[src/rtl/chart_sequencer_pkg.sv]
// Shared definitions for the chart playback sequencer.
package chart_sequencer_pkg;

  localparam int unsigned LANES        = 5;
  localparam int unsigned DEF_TICK_DIV = 13500000;
  localparam int unsigned LOOP_W       = 8;

  typedef logic [LANES-1:0] lanes_t;

  typedef enum logic [1:0] {
    S_IDLE   = 2'd0,
    S_PLAY   = 2'd1,
    S_PAUSED = 2'd2,
    S_DONE   = 2'd3
  } state_t;

endpackage

[src/rtl/chart_sequencer_tick_gen.sv]
// Eighth-note tick divider: counts 0..TICK_DIV-1 while enabled, tick on the last count.
module chart_sequencer_tick_gen #(
  parameter int unsigned TICK_DIV = 4
) (
  input  logic clk,
  input  logic resetn,
  input  logic en,
  input  logic clr,
  output logic tick_c
);

  localparam int unsigned CNT_W = (TICK_DIV > 1) ? $clog2(TICK_DIV) : 1;
  localparam logic [CNT_W-1:0] CNT_LAST = CNT_W'(TICK_DIV - 1);

  logic [CNT_W-1:0] cnt;

  assign tick_c = en && (cnt == CNT_LAST);

  // Divider counter; clr wins over en, wraps to zero on the tick.
  always_ff @(posedge clk or negedge resetn) begin
    if (!resetn) begin
      cnt <= '0;
    end else if (clr) begin
      cnt <= '0;
    end else if (en) begin
      cnt <= tick_c ? '0 : cnt + CNT_W'(1);
    end
  end

endmodule

[src/rtl/chart_sequencer.sv]
// Chart playback controller: steps a chart position on eighth-note ticks, fetches
// each lane pattern from an external synchronous ROM and presents it with a strobe.
module chart_sequencer
  import chart_sequencer_pkg::*;
#(
  parameter int unsigned TICK_DIV  = DEF_TICK_DIV,
  parameter int unsigned CHART_LEN = 32,
  parameter int unsigned ADDR_W    = 5,
  parameter int unsigned LOOPS     = 1
) (
  input  logic              clk,
  input  logic              resetn,
  input  logic              start,
  input  logic              pause,
  input  logic              stop,
  output logic [ADDR_W-1:0] chart_addr,
  input  logic [LANES-1:0]  chart_data,
  output logic [LANES-1:0]  exp_notes,
  output logic              note_strobe,
  output logic              playing,
  output logic              done,
  output logic [ADDR_W-1:0] beat_pos
);

  localparam logic [ADDR_W-1:0] POS_LAST   = ADDR_W'(CHART_LEN - 1);
  localparam logic [LOOP_W-1:0] LOOPS_INIT = LOOP_W'(LOOPS);

  state_t            state;
  logic [ADDR_W-1:0] pos;
  logic [LOOP_W-1:0] loops_left;
  logic              fetch_p1;
  logic              fetch_p2;

  logic              tick_c;
  logic              div_en_c;
  logic              begin_c;
  logic              div_clr_c;

  // Command decode: stop beats pause beats start.
  assign begin_c   = start && !pause && !stop && ((state == S_IDLE) || (state == S_DONE));
  assign div_en_c  = (state == S_PLAY) && !pause && !stop;
  assign div_clr_c = stop || begin_c;

  chart_sequencer_tick_gen #(
    .TICK_DIV (TICK_DIV)
  ) u_tick_gen (
    .clk    (clk),
    .resetn (resetn),
    .en     (div_en_c),
    .clr    (div_clr_c),
    .tick_c (tick_c)
  );

  // Playback FSM, position/loop counters and the two-stage ROM fetch pipe.
  always_ff @(posedge clk or negedge resetn) begin
    if (!resetn) begin
      state       <= S_IDLE;
      pos         <= '0;
      loops_left  <= '0;
      fetch_p1    <= 1'b0;
      fetch_p2    <= 1'b0;
      chart_addr  <= '0;
      exp_notes   <= '0;
      note_strobe <= 1'b0;
      beat_pos    <= '0;
      playing     <= 1'b0;
      done        <= 1'b0;
    end else begin
      note_strobe <= 1'b0;
      fetch_p1    <= 1'b0;
      fetch_p2    <= fetch_p1;

      // ROM data for the address issued two edges ago is valid now.
      if (fetch_p2) begin
        exp_notes   <= chart_data;
        beat_pos    <= chart_addr;
        note_strobe <= 1'b1;
      end

      if (stop) begin
        state       <= S_IDLE;
        pos         <= '0;
        loops_left  <= '0;
        fetch_p1    <= 1'b0;
        fetch_p2    <= 1'b0;
        chart_addr  <= '0;
        exp_notes   <= '0;
        note_strobe <= 1'b0;
        beat_pos    <= '0;
        playing     <= 1'b0;
        done        <= 1'b0;
      end else if (pause) begin
        if (state == S_PLAY) begin
          state   <= S_PAUSED;
          playing <= 1'b0;
        end
      end else if (begin_c) begin
        state      <= S_PLAY;
        playing    <= 1'b1;
        done       <= 1'b0;
        pos        <= '0;
        loops_left <= LOOPS_INIT;
        chart_addr <= '0;
        fetch_p1   <= 1'b1;
      end else if (start && (state == S_PAUSED)) begin
        state   <= S_PLAY;
        playing <= 1'b1;
      end else if (tick_c) begin
        if (pos < POS_LAST) begin
          pos        <= pos + ADDR_W'(1);
          chart_addr <= pos + ADDR_W'(1);
          fetch_p1   <= 1'b1;
        end else if ((LOOPS == 0) || (loops_left > LOOP_W'(1))) begin
          pos        <= '0;
          chart_addr <= '0;
          fetch_p1   <= 1'b1;
          if (loops_left != '0) begin
            loops_left <= loops_left - LOOP_W'(1);
          end
        end else begin
          state     <= S_DONE;
          playing   <= 1'b0;
          done      <= 1'b1;
          exp_notes <= '0;
        end
      end
    end
  end

endmodule

[config.mk]
export PLATFORM = sky130hd
export DESIGN_NAME = chart_sequencer
export DESIGN_NICKNAME = d
export VERILOG_FILES = /design/src/rtl/chart_sequencer_pkg.sv /design/src/rtl/chart_sequencer_tick_gen.sv /design/src/rtl/chart_sequencer.sv
export SDC_FILE = /design/constraint.sdc
export NUM_CORES = 1
export LEC_CHECK = 0
export CELL_PAD_IN_SITES_DETAIL_PLACEMENT = 1
export CELL_PAD_IN_SITES_GLOBAL_PLACEMENT = 2
export CORE_ASPECT_RATIO = 0.9
export CORE_UTILIZATION = 33
export DETAILED_ROUTE_END_ITERATION = 6
export PLACE_DENSITY = 0.74
export SYNTH_ARGS = -nofsm -noshare
export SYNTH_HDL_FRONTEND = slang
export SYNTH_SLANG_ARGS = --single-unit
export TNS_END_PERCENT = 5
[constraint.sdc]
create_clock -name clk -period 1.9 [get_ports clk]
set_input_delay 0.285 -clock clk [delete_from_list [all_inputs] [get_ports clk]]
set_output_delay 0.285 -clock clk [all_outputs]
set_load 0.005 [all_outputs]
==> summary.txt, run 1 <==
GRT
  – Gr ovfl total: 0
  – GRT Total Usage: ~21%
  – First-pass GRT wire length: about 15 mm
  – Initial antenna violation count: 0
  – Number of global-route vias before repair: 3045
  – Largest net degree at the start of global routing: 55

Timing
  – Tmin final: 2.02 ns
  – Finish-stage setup viols: 11
  – Slew @ Worst Pin: 0.586 ns
  – Hold Slack: 0.513 ns
  – Setup ws final: -0.121 ns
  – Slew headroom: 60.9%
  – Slew Viols, Final: 0
  – Final Hold Viols: 0
  – Final Cycle Share: 106%
  – Highest Clock Rate: just under 500 MHz
  – Unrepaired setup endpoints after global routing: true
  – Clk_skew: 0.0127 ns
  – Setup TNS: -0.801 ns

Run
  – MaxCap Viol Count: 0

Logic synthesis
  – Simple-gate portion of the synthesized area: between 20 and 30%
  – Async SR Flop Fraction: 100%
  – Top_reg_cell synth: dfrtp_1
  – Mapped Cells: 315
  – Syn nets: roughly 330
  – Synth Area in XOR/XNOR: 4.04%
  – Sequential cell area fraction in the yosys report: 44.5%
  – Mux contribution to synthesized area: 3.30%
  – YS warnings: 0
  – Post-synthesis register bit count: 54
  – Number of synthesized flops with an enable pin: 0
  – Synthesized area: 3040 µm²
  – Count of different cell masters after synthesis: between 50 and 60
  – Post-Synth Adder-Cell Area: 2.88%
  – Avg Cell Area, Syn: 9.64 µm²
  – Largest family of logic cells by synthesized area: simple AND/OR/NAND/NOR gates
  – Compound-Gate Fraction of Synth Area: 12.8%

Power and ir drop
  – Leakage: 1.88 nW
  – Worst vdd ir: 0.287 mV
  – Power Density: 547 nW/µm²
  – Total power: 2.43 mW

Final layout
  – Layout Utilization: 50.8%
  – Diode count: 0
  – Layout Nets: 439
  – Reg area: about 1400 µm²
  – Fillers: 1026
  – Area of the multi-input gates: 1820 µm²
  – Area growth from synthesis to layout: 46.0%
  – Finished Layout Cells: 541
  – Finished Cell Area: 4430 µm²
  – Fraction of layout cells with a size suffix above 1: 33.6%

Floorplanning
  – I/O pin total: 28
  – Die height: 93.0 µm
  – Initial Util: between 30% and 40%
  – DIE AREA: 9590 µm²
  – Standard-cell rows: 32
  – Die extent in x: 103 µm
  – Core box area: 8730 µm²

Clock network
  – Clock transition at the registers of the reported paths: around 0.1 ns
  – Worst skew pair latency: roughly 0.31 ns
  – Clock tree sinks: 54
  – CTS tree: yes
  – Clock buffer count from CTS: 5
  – Deepest clock path buffer count: 2
  – Root buffer cell: clkbuf_8
  – # H-tree levels: 2

Setup path
  – Worst path required time: ~2.1 ns
  – Crit end category: flop
  – Critical path fanouts, max: 6
  – Startpoint class of the critical path: flop
  – WS Path Type: reg2reg
  – Arr. time, crit path: approximately 2.3 ns

Place
  – Dpl hpwl: 6.44 mm
  – Dpl ws: -0.402 ns
  – Placer Congestion: 0.827
  – Placed cells: between 500 and 600
  – Placed Area: roughly 4000 µm²
  – Buffers on Ports: 27

Routing
  – Routed len/inst: around 17 µm
  – Routed WL: 9.29 mm
  – Initial DRT Pass Iterations: 4
  – DRT antenna net count: 0
  – DRC viols: 0
  – Routed via count: between 2000 and 3000
  – Via density: 5.29
  – DRT iter0 DRCs: 93

Run status
  – Status: finished with violations
  – Failing checks: negative setup slack

Min path
  – Hold WC Path Type: in2async
[path summary, 6_finish.rpt]
| check | start | to | slack [ns] | cells past startpoint |
|---|---|---|---|---|
| max in group asynchronous | resetn | u_tick_gen.cnt[9] | 1.13 | 3 |
| min | resetn | done | 0.51 | 3 |
| min reg2reg | done | done | 0.51 | 2 |
| max | u_tick_gen.cnt[8] | loops_left[4] | -0.12 | 7 |
| min in group clk | done | done | 0.51 | 2 |
| max reg2reg | u_tick_gen.cnt[8] | loops_left[4] | -0.12 | 7 |
[where the power goes]
group          internal [mW]  switching [mW]
Clock                  0.423           0.376
Combinational          0.205           0.236
Sequential              1.17          0.0190
Total                   1.80           0.631
[final cells by class]
class	instances	share of cell area, %
Multi-Input combinational cell	240	41.0
Sequential cell	54	30.5
Timing Repair Buffer	115	22.1
Tap cell	119	3.36
Clock buffer	6	1.86
Clock inverter	1	0.677
Inverter	6	0.508
[layer usage]
metal,global-route usage [%],wire (µm),vias up
li1,-,-,1389
met1,29.6,4690,1455
met2,33.3,4420,13
met3,2.91,112,6
met4,4.58,70,0
met5,0,0,-
[worst max-delay path: stages, from the launching register on]
cell	delay, ns
dfrtp_1	0.40
nor4_2	0.31
nor4b_4	0.23
buf_4	0.18
nand3_4	0.11
buf_4	0.16
or4_4	0.41
a21oi_2	0.14
[registers in the layout, indices dropped and copies added, names as in the netlist]
| signal | flops |
|---|---|
| done | 1 |
| beat_pos | 5 |
| u_tick_gen.cnt | 24 |
| fetch_p2 | 1 |
| exp_notes | 5 |
| fetch_p1 | 1 |
| loops_left | 8 |
| note_strobe | 1 |
| playing | 1 |
| state | 2 |
| pos | 5 |
[kinds of logic after synthesis]
| family | after synthesis |
|---|---|
| xor+xnor | 14 |
| compound gates | 57 |
| mux | 10 |
| flops | 54 |
| fa+ha+maj | 7 |
| buf+inv | 22 |
| simple gates | 151 |
[layout by cell type, fill, tap and decap left out, types with 6 or more instances in the layout]
cell	synthesis	routed
o31ai_1	7	6
nand2_1	21	19
buf_4	0	81
nor3_1	10	6
xor2_1	8	8
clkbuf_8	0	6
a21oi_1	15	10
xnor2_1	6	6
mux2i_1	10	10
nand3b_1	6	6
dfrtp_1	54	54
clkdlybuf4s50_1	0	26
nor2_1	36	35
a31oi_1	9	9
nand4_1	12	12
or3_1	8	8
nand3_1	13	12
[cells in the mapped netlist, types with 2 or more instances]
master,instances,area [µm²]
a21oi_1,15,75.1
buf_2,3,15.0
a41oi_1,2,17.5
a31oi_1,9,56.3
xor2_1,8,70.1
nor3_1,10,50.1
nand4b_1,2,17.5
and2_1,3,18.8
nand4_1,12,75.1
o31ai_1,7,52.6
xnor2_1,6,52.6
nand2_1,21,78.8
dfrtp_1,54,1350
or4_1,7,52.6
nor2_1,36,135
nand3b_1,6,45.0
and4_1,4,35.0
o211ai_1,3,22.5
o311ai_0,2,17.5
and3_1,6,37.5
nor2b_1,3,18.8
nand2b_1,2,12.5
buf_6,2,22.5
ha_1,7,87.6
o21ai_0,5,25.0
nand3_1,13,65.1
inv_1,6,22.5
or3_1,8,50.1
nor4_1,7,43.8
mux2i_1,10,100
o41ai_1,2,17.5
clkbuf_1,10,37.5
[timing repair]
action	4_1_cts	5_1_grt
resized for setup	20	25
endpoints found under the hold margin	36	0
pin swaps	3	11
setup buffers	4	4
hold buffers	1	0
gates cloned	0	1
endpoints found under the setup margin	26	47
Note: power is estimated with default switching activity, not from simulation.
==> run 2: changes to the inputs <==
- CORE_MARGIN: unset -> 2
==> run 2 against run 1 <==
The flow still finishes with violations (negative setup slack). Maximum frequency shrank 3.1%. First-iteration DRC count shrank 23%. Register-to-register slack lost 0.07 ns. Largest power group unchanged.
==> summary.txt, run 2 (synthesis gave the netlist of run 1 again) <==
Timing
  – Tmin final: 2.09 ns (+0.0655 ns)
  – Finish-stage setup viols: 22 (+11)
  – Final Cycle Share: 110% (+3.4 points)
  – Slew Viols, Final: 0 (unchanged)
  – Setup ws final: -0.186 ns (-0.0655 ns)
  – Final Hold Viols: 0 (unchanged)
  – Highest Clock Rate: 479 MHz (-3.1%)
  – Slew @ Worst Pin: 0.602 ns (+0.0164 ns)
  – Unrepaired setup endpoints after global routing: true
  – Hold Slack: 0.476 ns (-0.0371 ns)
  – Clk_skew: 0.00935 ns (-0.00339 ns)
  – Slew headroom: 59.5% (-1.5 points)

Floorplanning
  – Standard-cell rows: 33 (+3.1%)
  – Die height: 95.0 µm (+2.2%)
  – DIE AREA: 9990 µm² (+4.1%)
  – I/O pin total: 28 (unchanged)
  – Initial Util: 33.6% (-1.2 points)
  – Core box area: 9040 µm² (+3.6%)
  – Die extent in x: 105 µm (+1.9%)

Routing
  – DRT antenna net count: 0 (unchanged)
  – Via density: 5.34 (+0.93%)
  – Routed len/inst: 17.0 µm (-1.3%)
  – Initial DRT Pass Iterations: 4 (unchanged)
  – DRC viols: 0 (unchanged)
  – DRT iter0 DRCs: 72 (-23%)
  – Routed WL: 9.30 mm (about the same)
  – Routed via count: 2927 (+2.2%)

Clock network
  – # H-tree levels: 2 (unchanged)
  – Root buffer cell: clkbuf_8
  – Worst skew pair latency: 0.31 ns (about the same)
  – Clock tree sinks: 54 (unchanged)
  – Deepest clock path buffer count: 2 (unchanged)
  – Clock buffer count from CTS: 5 (unchanged)
  – CTS tree: yes
  – Clock transition at the registers of the reported paths: 0.10 ns (about the same)

Setup path
  – Worst reg2reg path endpoint: pos[2]
  – Crit end category: flop
  – Startpoint class of the critical path: flop
  – Worst path required time: 2.13 ns (about the same)
  – Arr. time, crit path: 2.31 ns (+0.06 ns)
  – R2r setup slk: -0.19 ns (-0.07 ns)
  – WS Path Type: reg2reg
  – R2R depth: 8 (+1)
  – RR Startpoint: state[1]
  – Critical path fanouts, max: 8 (+2)

Place
  – Placer Congestion: 0.813 (-1.7%)
  – Placed Area: 4070 µm² (+0.90%)
  – Dpl hpwl: 6.72 mm (+4.4%)
  – Dpl ws: -0.460 ns (-0.0590 ns)
  – Placed cells: 533 (+1.7%)
  – Buffers on Ports: 27 (unchanged)

GRT
  – First-pass GRT wire length: 15.3 mm (-0.36%)
  – Gr ovfl total: 0 (unchanged)
  – Initial antenna violation count: 0 (unchanged)
  – Largest net degree at the start of global routing: 55 (unchanged)
  – GRT Total Usage: 19.2% (-1.6 points)
  – Number of global-route vias before repair: 3076 (+1.0%)

Final layout
  – Area of the multi-input gates: 1760 µm² (-3.4%)
  – Finished Layout Cells: 548 (+1.3%)
  – Finished Cell Area: 4390 µm² (-1.1%)
  – Commonest non-fill, non-tap cell in the layout: buf_4
  – Diode count: 0 (unchanged)
  – Area growth from synthesis to layout: 44.5%
  – Biggest regs: u_tick_gen.cnt (24), loops_left (8)
  – Layout Nets: 442 (+0.68%)
  – Fraction of layout cells with a size suffix above 1: 32.2% (-1.5 points)
  – Largest Register: u_tick_gen.cnt
  – Most frequent cells in the layout: buf_4 (85), dfrtp_1 (54), nor2_1 (36)
  – Fillers: 1029 (+0.29%)
  – Reg area: 1350 µm² (unchanged)
  – Number of flip-flops in the largest register: 24 (unchanged)

Run status
  – Status: finished with violations
  – Failing checks: negative setup slack

Run
  – MaxCap Viol Count: 0 (unchanged)

Power and ir drop
  – Power Density: 522 nW/µm² (-4.7%)
  – Total power: 2.29 mW (-5.7%)
  – Worst vdd ir: 0.322 mV (+12%)
  – Leakage: 1.87 nW (-0.45%)

Min path
  – WHS Path Cells: 1
  – Hold Path Sink: fetch_p2
  – HP Start: fetch_p1
  – Hold WC Path Type: reg2reg
run 2: changes by cell type in the layout (fill, tap and decap cells not counted), sizes merged:
cell	previous run	this run
clkbuf	7	8
bufinv	1	0
clkinv	0	1
buf	87	91
nand3	15	14
run 2: critical path, cell delays in order (launching register included):
cell,delay [ns]
dfrtp_1,0.40
inv_1,0.07
ha_2,0.17
nor3b_4,0.21
and3_4,0.23
nand3_4,0.09
buf_12,0.16
or4b_1,0.48
a21oi_1,0.18
run 2: worst max path at each step:
| stage | cells past startpoint | slack (ns) | from | end |
|---|---|---|---|---|
| final | 8 | -0.19 | state[1] | pos[2] |
| after global placement | 7 | -0.37 | stop | state[0] |
| after detailed placement | 7 | -0.46 | stop | state[0] |
| after global routing | 6 | -0.28 | u_tick_gen.cnt[8] | pos[2] |
| after CTS | 5 | -0.17 | u_tick_gen.cnt[8] | loops_left[3] |
| after floorplan | 8 | -0.08 | state[1] | loops_left[2] |
run 2: per-layer routing:
| layer | GRT usage [%] | up-vias | share of wire (%) |
|---|---|---|---|
| met5 | 0 | - | 0 |
| met4 | 2.78 | 0 | 0.46 |
| met3 | 3.31 | 5 | 2.0 |
| met2 | 35.7 | 20 | 53 |
| met1 | 23.9 | 1506 | 45 |
| li1 | - | 1396 | - |
run 2: power breakdown:
group          leakage, nW  internal (mW)  switching, mW
sequential           0.750           1.17         0.0164
combinational         1.07          0.192          0.217
clock               0.0482          0.296          0.399
run 2: cell type report:
cell class / instances / share of cell area [%]
Sequential cell: 54 / 30.8
Multi-Input combinational cell: 239 / 40.0
Timing Repair Buffer: 119 / 23.1
Tap cell: 122 / 3.48
Clock inverter: 1 / 0.114
Clock buffer: 7 / 1.97
Inverter: 6 / 0.513
run 2: metrics by stage:
step / utilization [%] / TNS, ns
6_report: 48.5 / -1.66
5_1_grt: 48.5 / -5.46
4_1_cts: 47.0 / -1.17
3_5_place_dp: 45.0 / -11.52
3_3_place_gp: 45.0 / -8.96
2_1_floorplan: - / -0.685
run 2: timing repair:
| item | 4_1_cts | 5_1_grt |
|---|---|---|
| hold buffers | 1 | 0 |
| endpoints found under the hold margin | 54 | 0 |
| gates resized for setup | 16 | 20 |
| setup endpoints to repair | 40 | 46 |
| setup buffers | 2 | 4 |
| pin swaps | 7 | 9 |
==> run 3: changes to the inputs <==
- GPL_TIMING_DRIVEN: unset -> 0
==> run 3 against run 2 <==
The flow finishes with violations (negative hold slack, negative setup slack). Setup slack better by 0.051 ns. Flip-flop and latch count unchanged. Clock skew up 0.0028 ns. Clock power up 11%. Global-route usage down 0.11 points. Maximum frequency up 2.5%. First-iteration DRC count down 17%. Die area unchanged. Power up 1.7%. Non-clock buffer count down 59. Count of clock-buffer cells in the layout up 1.
==> summary.txt, run 3 (synthesis gave the netlist of run 1 again) <==
Setup path
  – CP max stage delay: 0.48 ns (about the same)
  – R2R depth: 6 (-2)
  – R2r setup slk: -0.14 ns (+0.05 ns)
  – Crit path cell chain: nor4_4, nor4b_4, nand3_4, buf_6, or4b_4, a21oi_2
  – CP max-delay cell: or4b_4
  – Arr. time, crit path: 2.28 ns (-0.03 ns)
  – Worst reg2reg path endpoint: pos[2]
  – Crit end category: flop
  – WS Path Type: reg2reg
  – Critical path fanouts, max: 5 (-3)
  – Startpoint class of the critical path: flop
  – Worst path required time: 2.15 ns (+0.02 ns)
  – RR Startpoint: u_tick_gen.cnt[8]

Clock network
  – # hold bufs at CTS: 0 (-1)
  – Clock tree sinks: 54 (unchanged)
  – Worst skew pair latency: 0.31 ns (about the same)
  – Clock buffer count from CTS: 5 (unchanged)
  – Deepest clock path buffer count: 2 (unchanged)
  – Root buffer cell: clkbuf_8
  – Clock transition at the registers of the reported paths: 0.11 ns (about the same)
  – # H-tree levels: 2 (unchanged)
  – CTS tree: yes

Power and ir drop
  – Leakage: 1.56 nW (-17%)
  – Power Density: 577 nW/µm² (+11%)
  – Total power: 2.33 mW (+1.7%)
  – Worst vdd ir: 0.263 mV (-18%)

Min path
  – Hold WC Path Type: in2async

Routing
  – DRT iter0 DRCs: 60 (-17%)
  – Via density: 5.44 (+1.9%)
  – Initial DRT Pass Iterations: 5 (+1)
  – Routed len/inst: 18.0 µm (+6.4%)
  – DRT antenna net count: 0 (unchanged)
  – Routed via count: 2661 (-9.1%)
  – Routed WL: 8.83 mm (-5.1%)
  – DRC viols: 0 (unchanged)

Timing
  – Tmin final: 2.04 ns (-0.0507 ns)
  – Finish-stage setup viols: 24 (+9.1%)
  – Final Hold Viols: 18 (+18)
  – Highest Clock Rate: 491 MHz (+2.5%)
  – Slew Viols, Final: 0 (unchanged)
  – Hold Slack: -0.0145 ns (-0.490 ns)
  – Clk_skew: 0.0122 ns (+0.00283 ns)
  – Setup ws final: -0.136 ns (+0.0507 ns)
  – Final Cycle Share: 107% (-2.7 points)
  – Unrepaired setup endpoints after global routing: true
  – Slew headroom: 54.4% (-5.1 points)
  – Setup TNS: -1.56 ns (+0.106 ns)
  – Slew @ Worst Pin: 0.684 ns (+0.0819 ns)

GRT
  – Gr ovfl total: 0 (unchanged)
  – First-pass GRT wire length: 15.1 mm (-1.3%)
  – GRT Total Usage: 19.1% (-0.11 points)
  – Largest net degree at the start of global routing: 30 (-45%)
  – Number of global-route vias before repair: 2823 (-8.2%)
  – Initial antenna violation count: 0 (unchanged)

Run status
  – Status: finished with violations
  – Failing checks: negative hold slack, negative setup slack

Final layout
  – Finished Cell Area: 4040 µm² (-8.0%)
  – Fraction of layout cells with a size suffix above 1: 25.9% (-6.3 points)
  – Number of flip-flops in the largest register: 24 (unchanged)
  – Commonest non-fill, non-tap cell in the layout: dfrtp_1
  – Layout Nets: 383 (-13%)
  – Biggest regs: u_tick_gen.cnt (24), loops_left (8)
  – Fillers: 979 (-4.9%)
  – Most frequent cells in the layout: dfrtp_1 (44), nor2_1 (36), clkdlybuf4s50_1 (25)
  – Area growth from synthesis to layout: 32.9%
  – Largest Register: u_tick_gen.cnt
  – Diode count: 0 (unchanged)

Place
  – Dpl hpwl: 6.11 mm (-9.2%)
  – Buffers on Ports: 26 (-3.7%)
  – Placer Congestion: 0.768 (-5.5%)
  – Placed Area: 3480 µm² (-14%)

Floorplanning
  – Core box area: 9040 µm² (unchanged)
  – Die height: 95.0 µm (unchanged)
  – Standard-cell rows: 33 (unchanged)
  – DIE AREA: 9990 µm² (unchanged)
  – Die extent in x: 105 µm (unchanged)
  – I/O pin total: 28 (unchanged)
  – Initial Util: 33.6% (unchanged)

Run
  – MaxCap Viol Count: 0 (unchanged)
-- run 3: where the power goes --
group	internal (mW)	switching (mW)	total, mW
clock	0.370	0.398	0.768
combinational	0.152	0.221	0.373
sequential	1.17	0.0176	1.19
total	1.69	0.637	2.33
-- run 3: repair_timing --
action                                  4_1_cts  5_1_grt
gates cloned                                  1        0
pin swaps                                    11        8
resized for setup                            63       16
endpoints found under the setup margin       47       45
setup buffers                                12        6
-- run 3: metrics by stage --
stage                     cells  worst slack, ns  utilization [%]
after floorplan             315          -0.0782                -
after global placement      463            -1.34             38.3
after detailed placement    464           -0.659             38.5
after CTS                   483           -0.166             43.7
after global routing        489           -0.253             44.6
final                       489           -0.136             44.6
-- run 3: critical path: cells and delay by family (launching register included) --
kind	cells	cell delay, ns
simple gates	4	1.25
buf+inv	1	0.16
compound gates	1	0.12
flops	1	0.45
-- run 3: cell type report --
| type | count | area (µm²) | area share [%] |
|---|---|---|---|
| Clock buffer | 8 | 110 | 2.73 |
| Buffer | 14 | 129 | 3.19 |
| Timing Repair Buffer | 46 | 415 | 10.3 |
| Sequential cell | 54 | 1360 | 33.8 |
| Inverter | 6 | 22.5 | 0.558 |
| Multi-Input combinational cell | 239 | 1840 | 45.7 |
| Tap cell | 122 | 153 | 3.78 |
-- run 3: worst max-delay path by stage --
stage                            start            endpoint  cells after the start
floorplan                     state[1]       loops_left[2]                      8
global placement                resetn  u_tick_gen.cnt[13]                      1
detailed placement                stop  u_tick_gen.cnt[21]                      7
CTS                 u_tick_gen.cnt[17]              pos[2]                      6
global route             loops_left[0]       loops_left[7]                      7
finish               u_tick_gen.cnt[8]              pos[2]                      6
-- run 3: per-layer routing --
| metal | part of all wire, % | up-vias | GRT usage [%] |
|---|---|---|---|
| met2 | 51 | 18 | 34.2 |
| li1 | - | 1282 | - |
| met3 | 1.6 | 2 | 2.62 |
| met1 | 47 | 1359 | 24.7 |
| met5 | 0 | - | 0 |
| met4 | 0.34 | 0 | 4.00 |
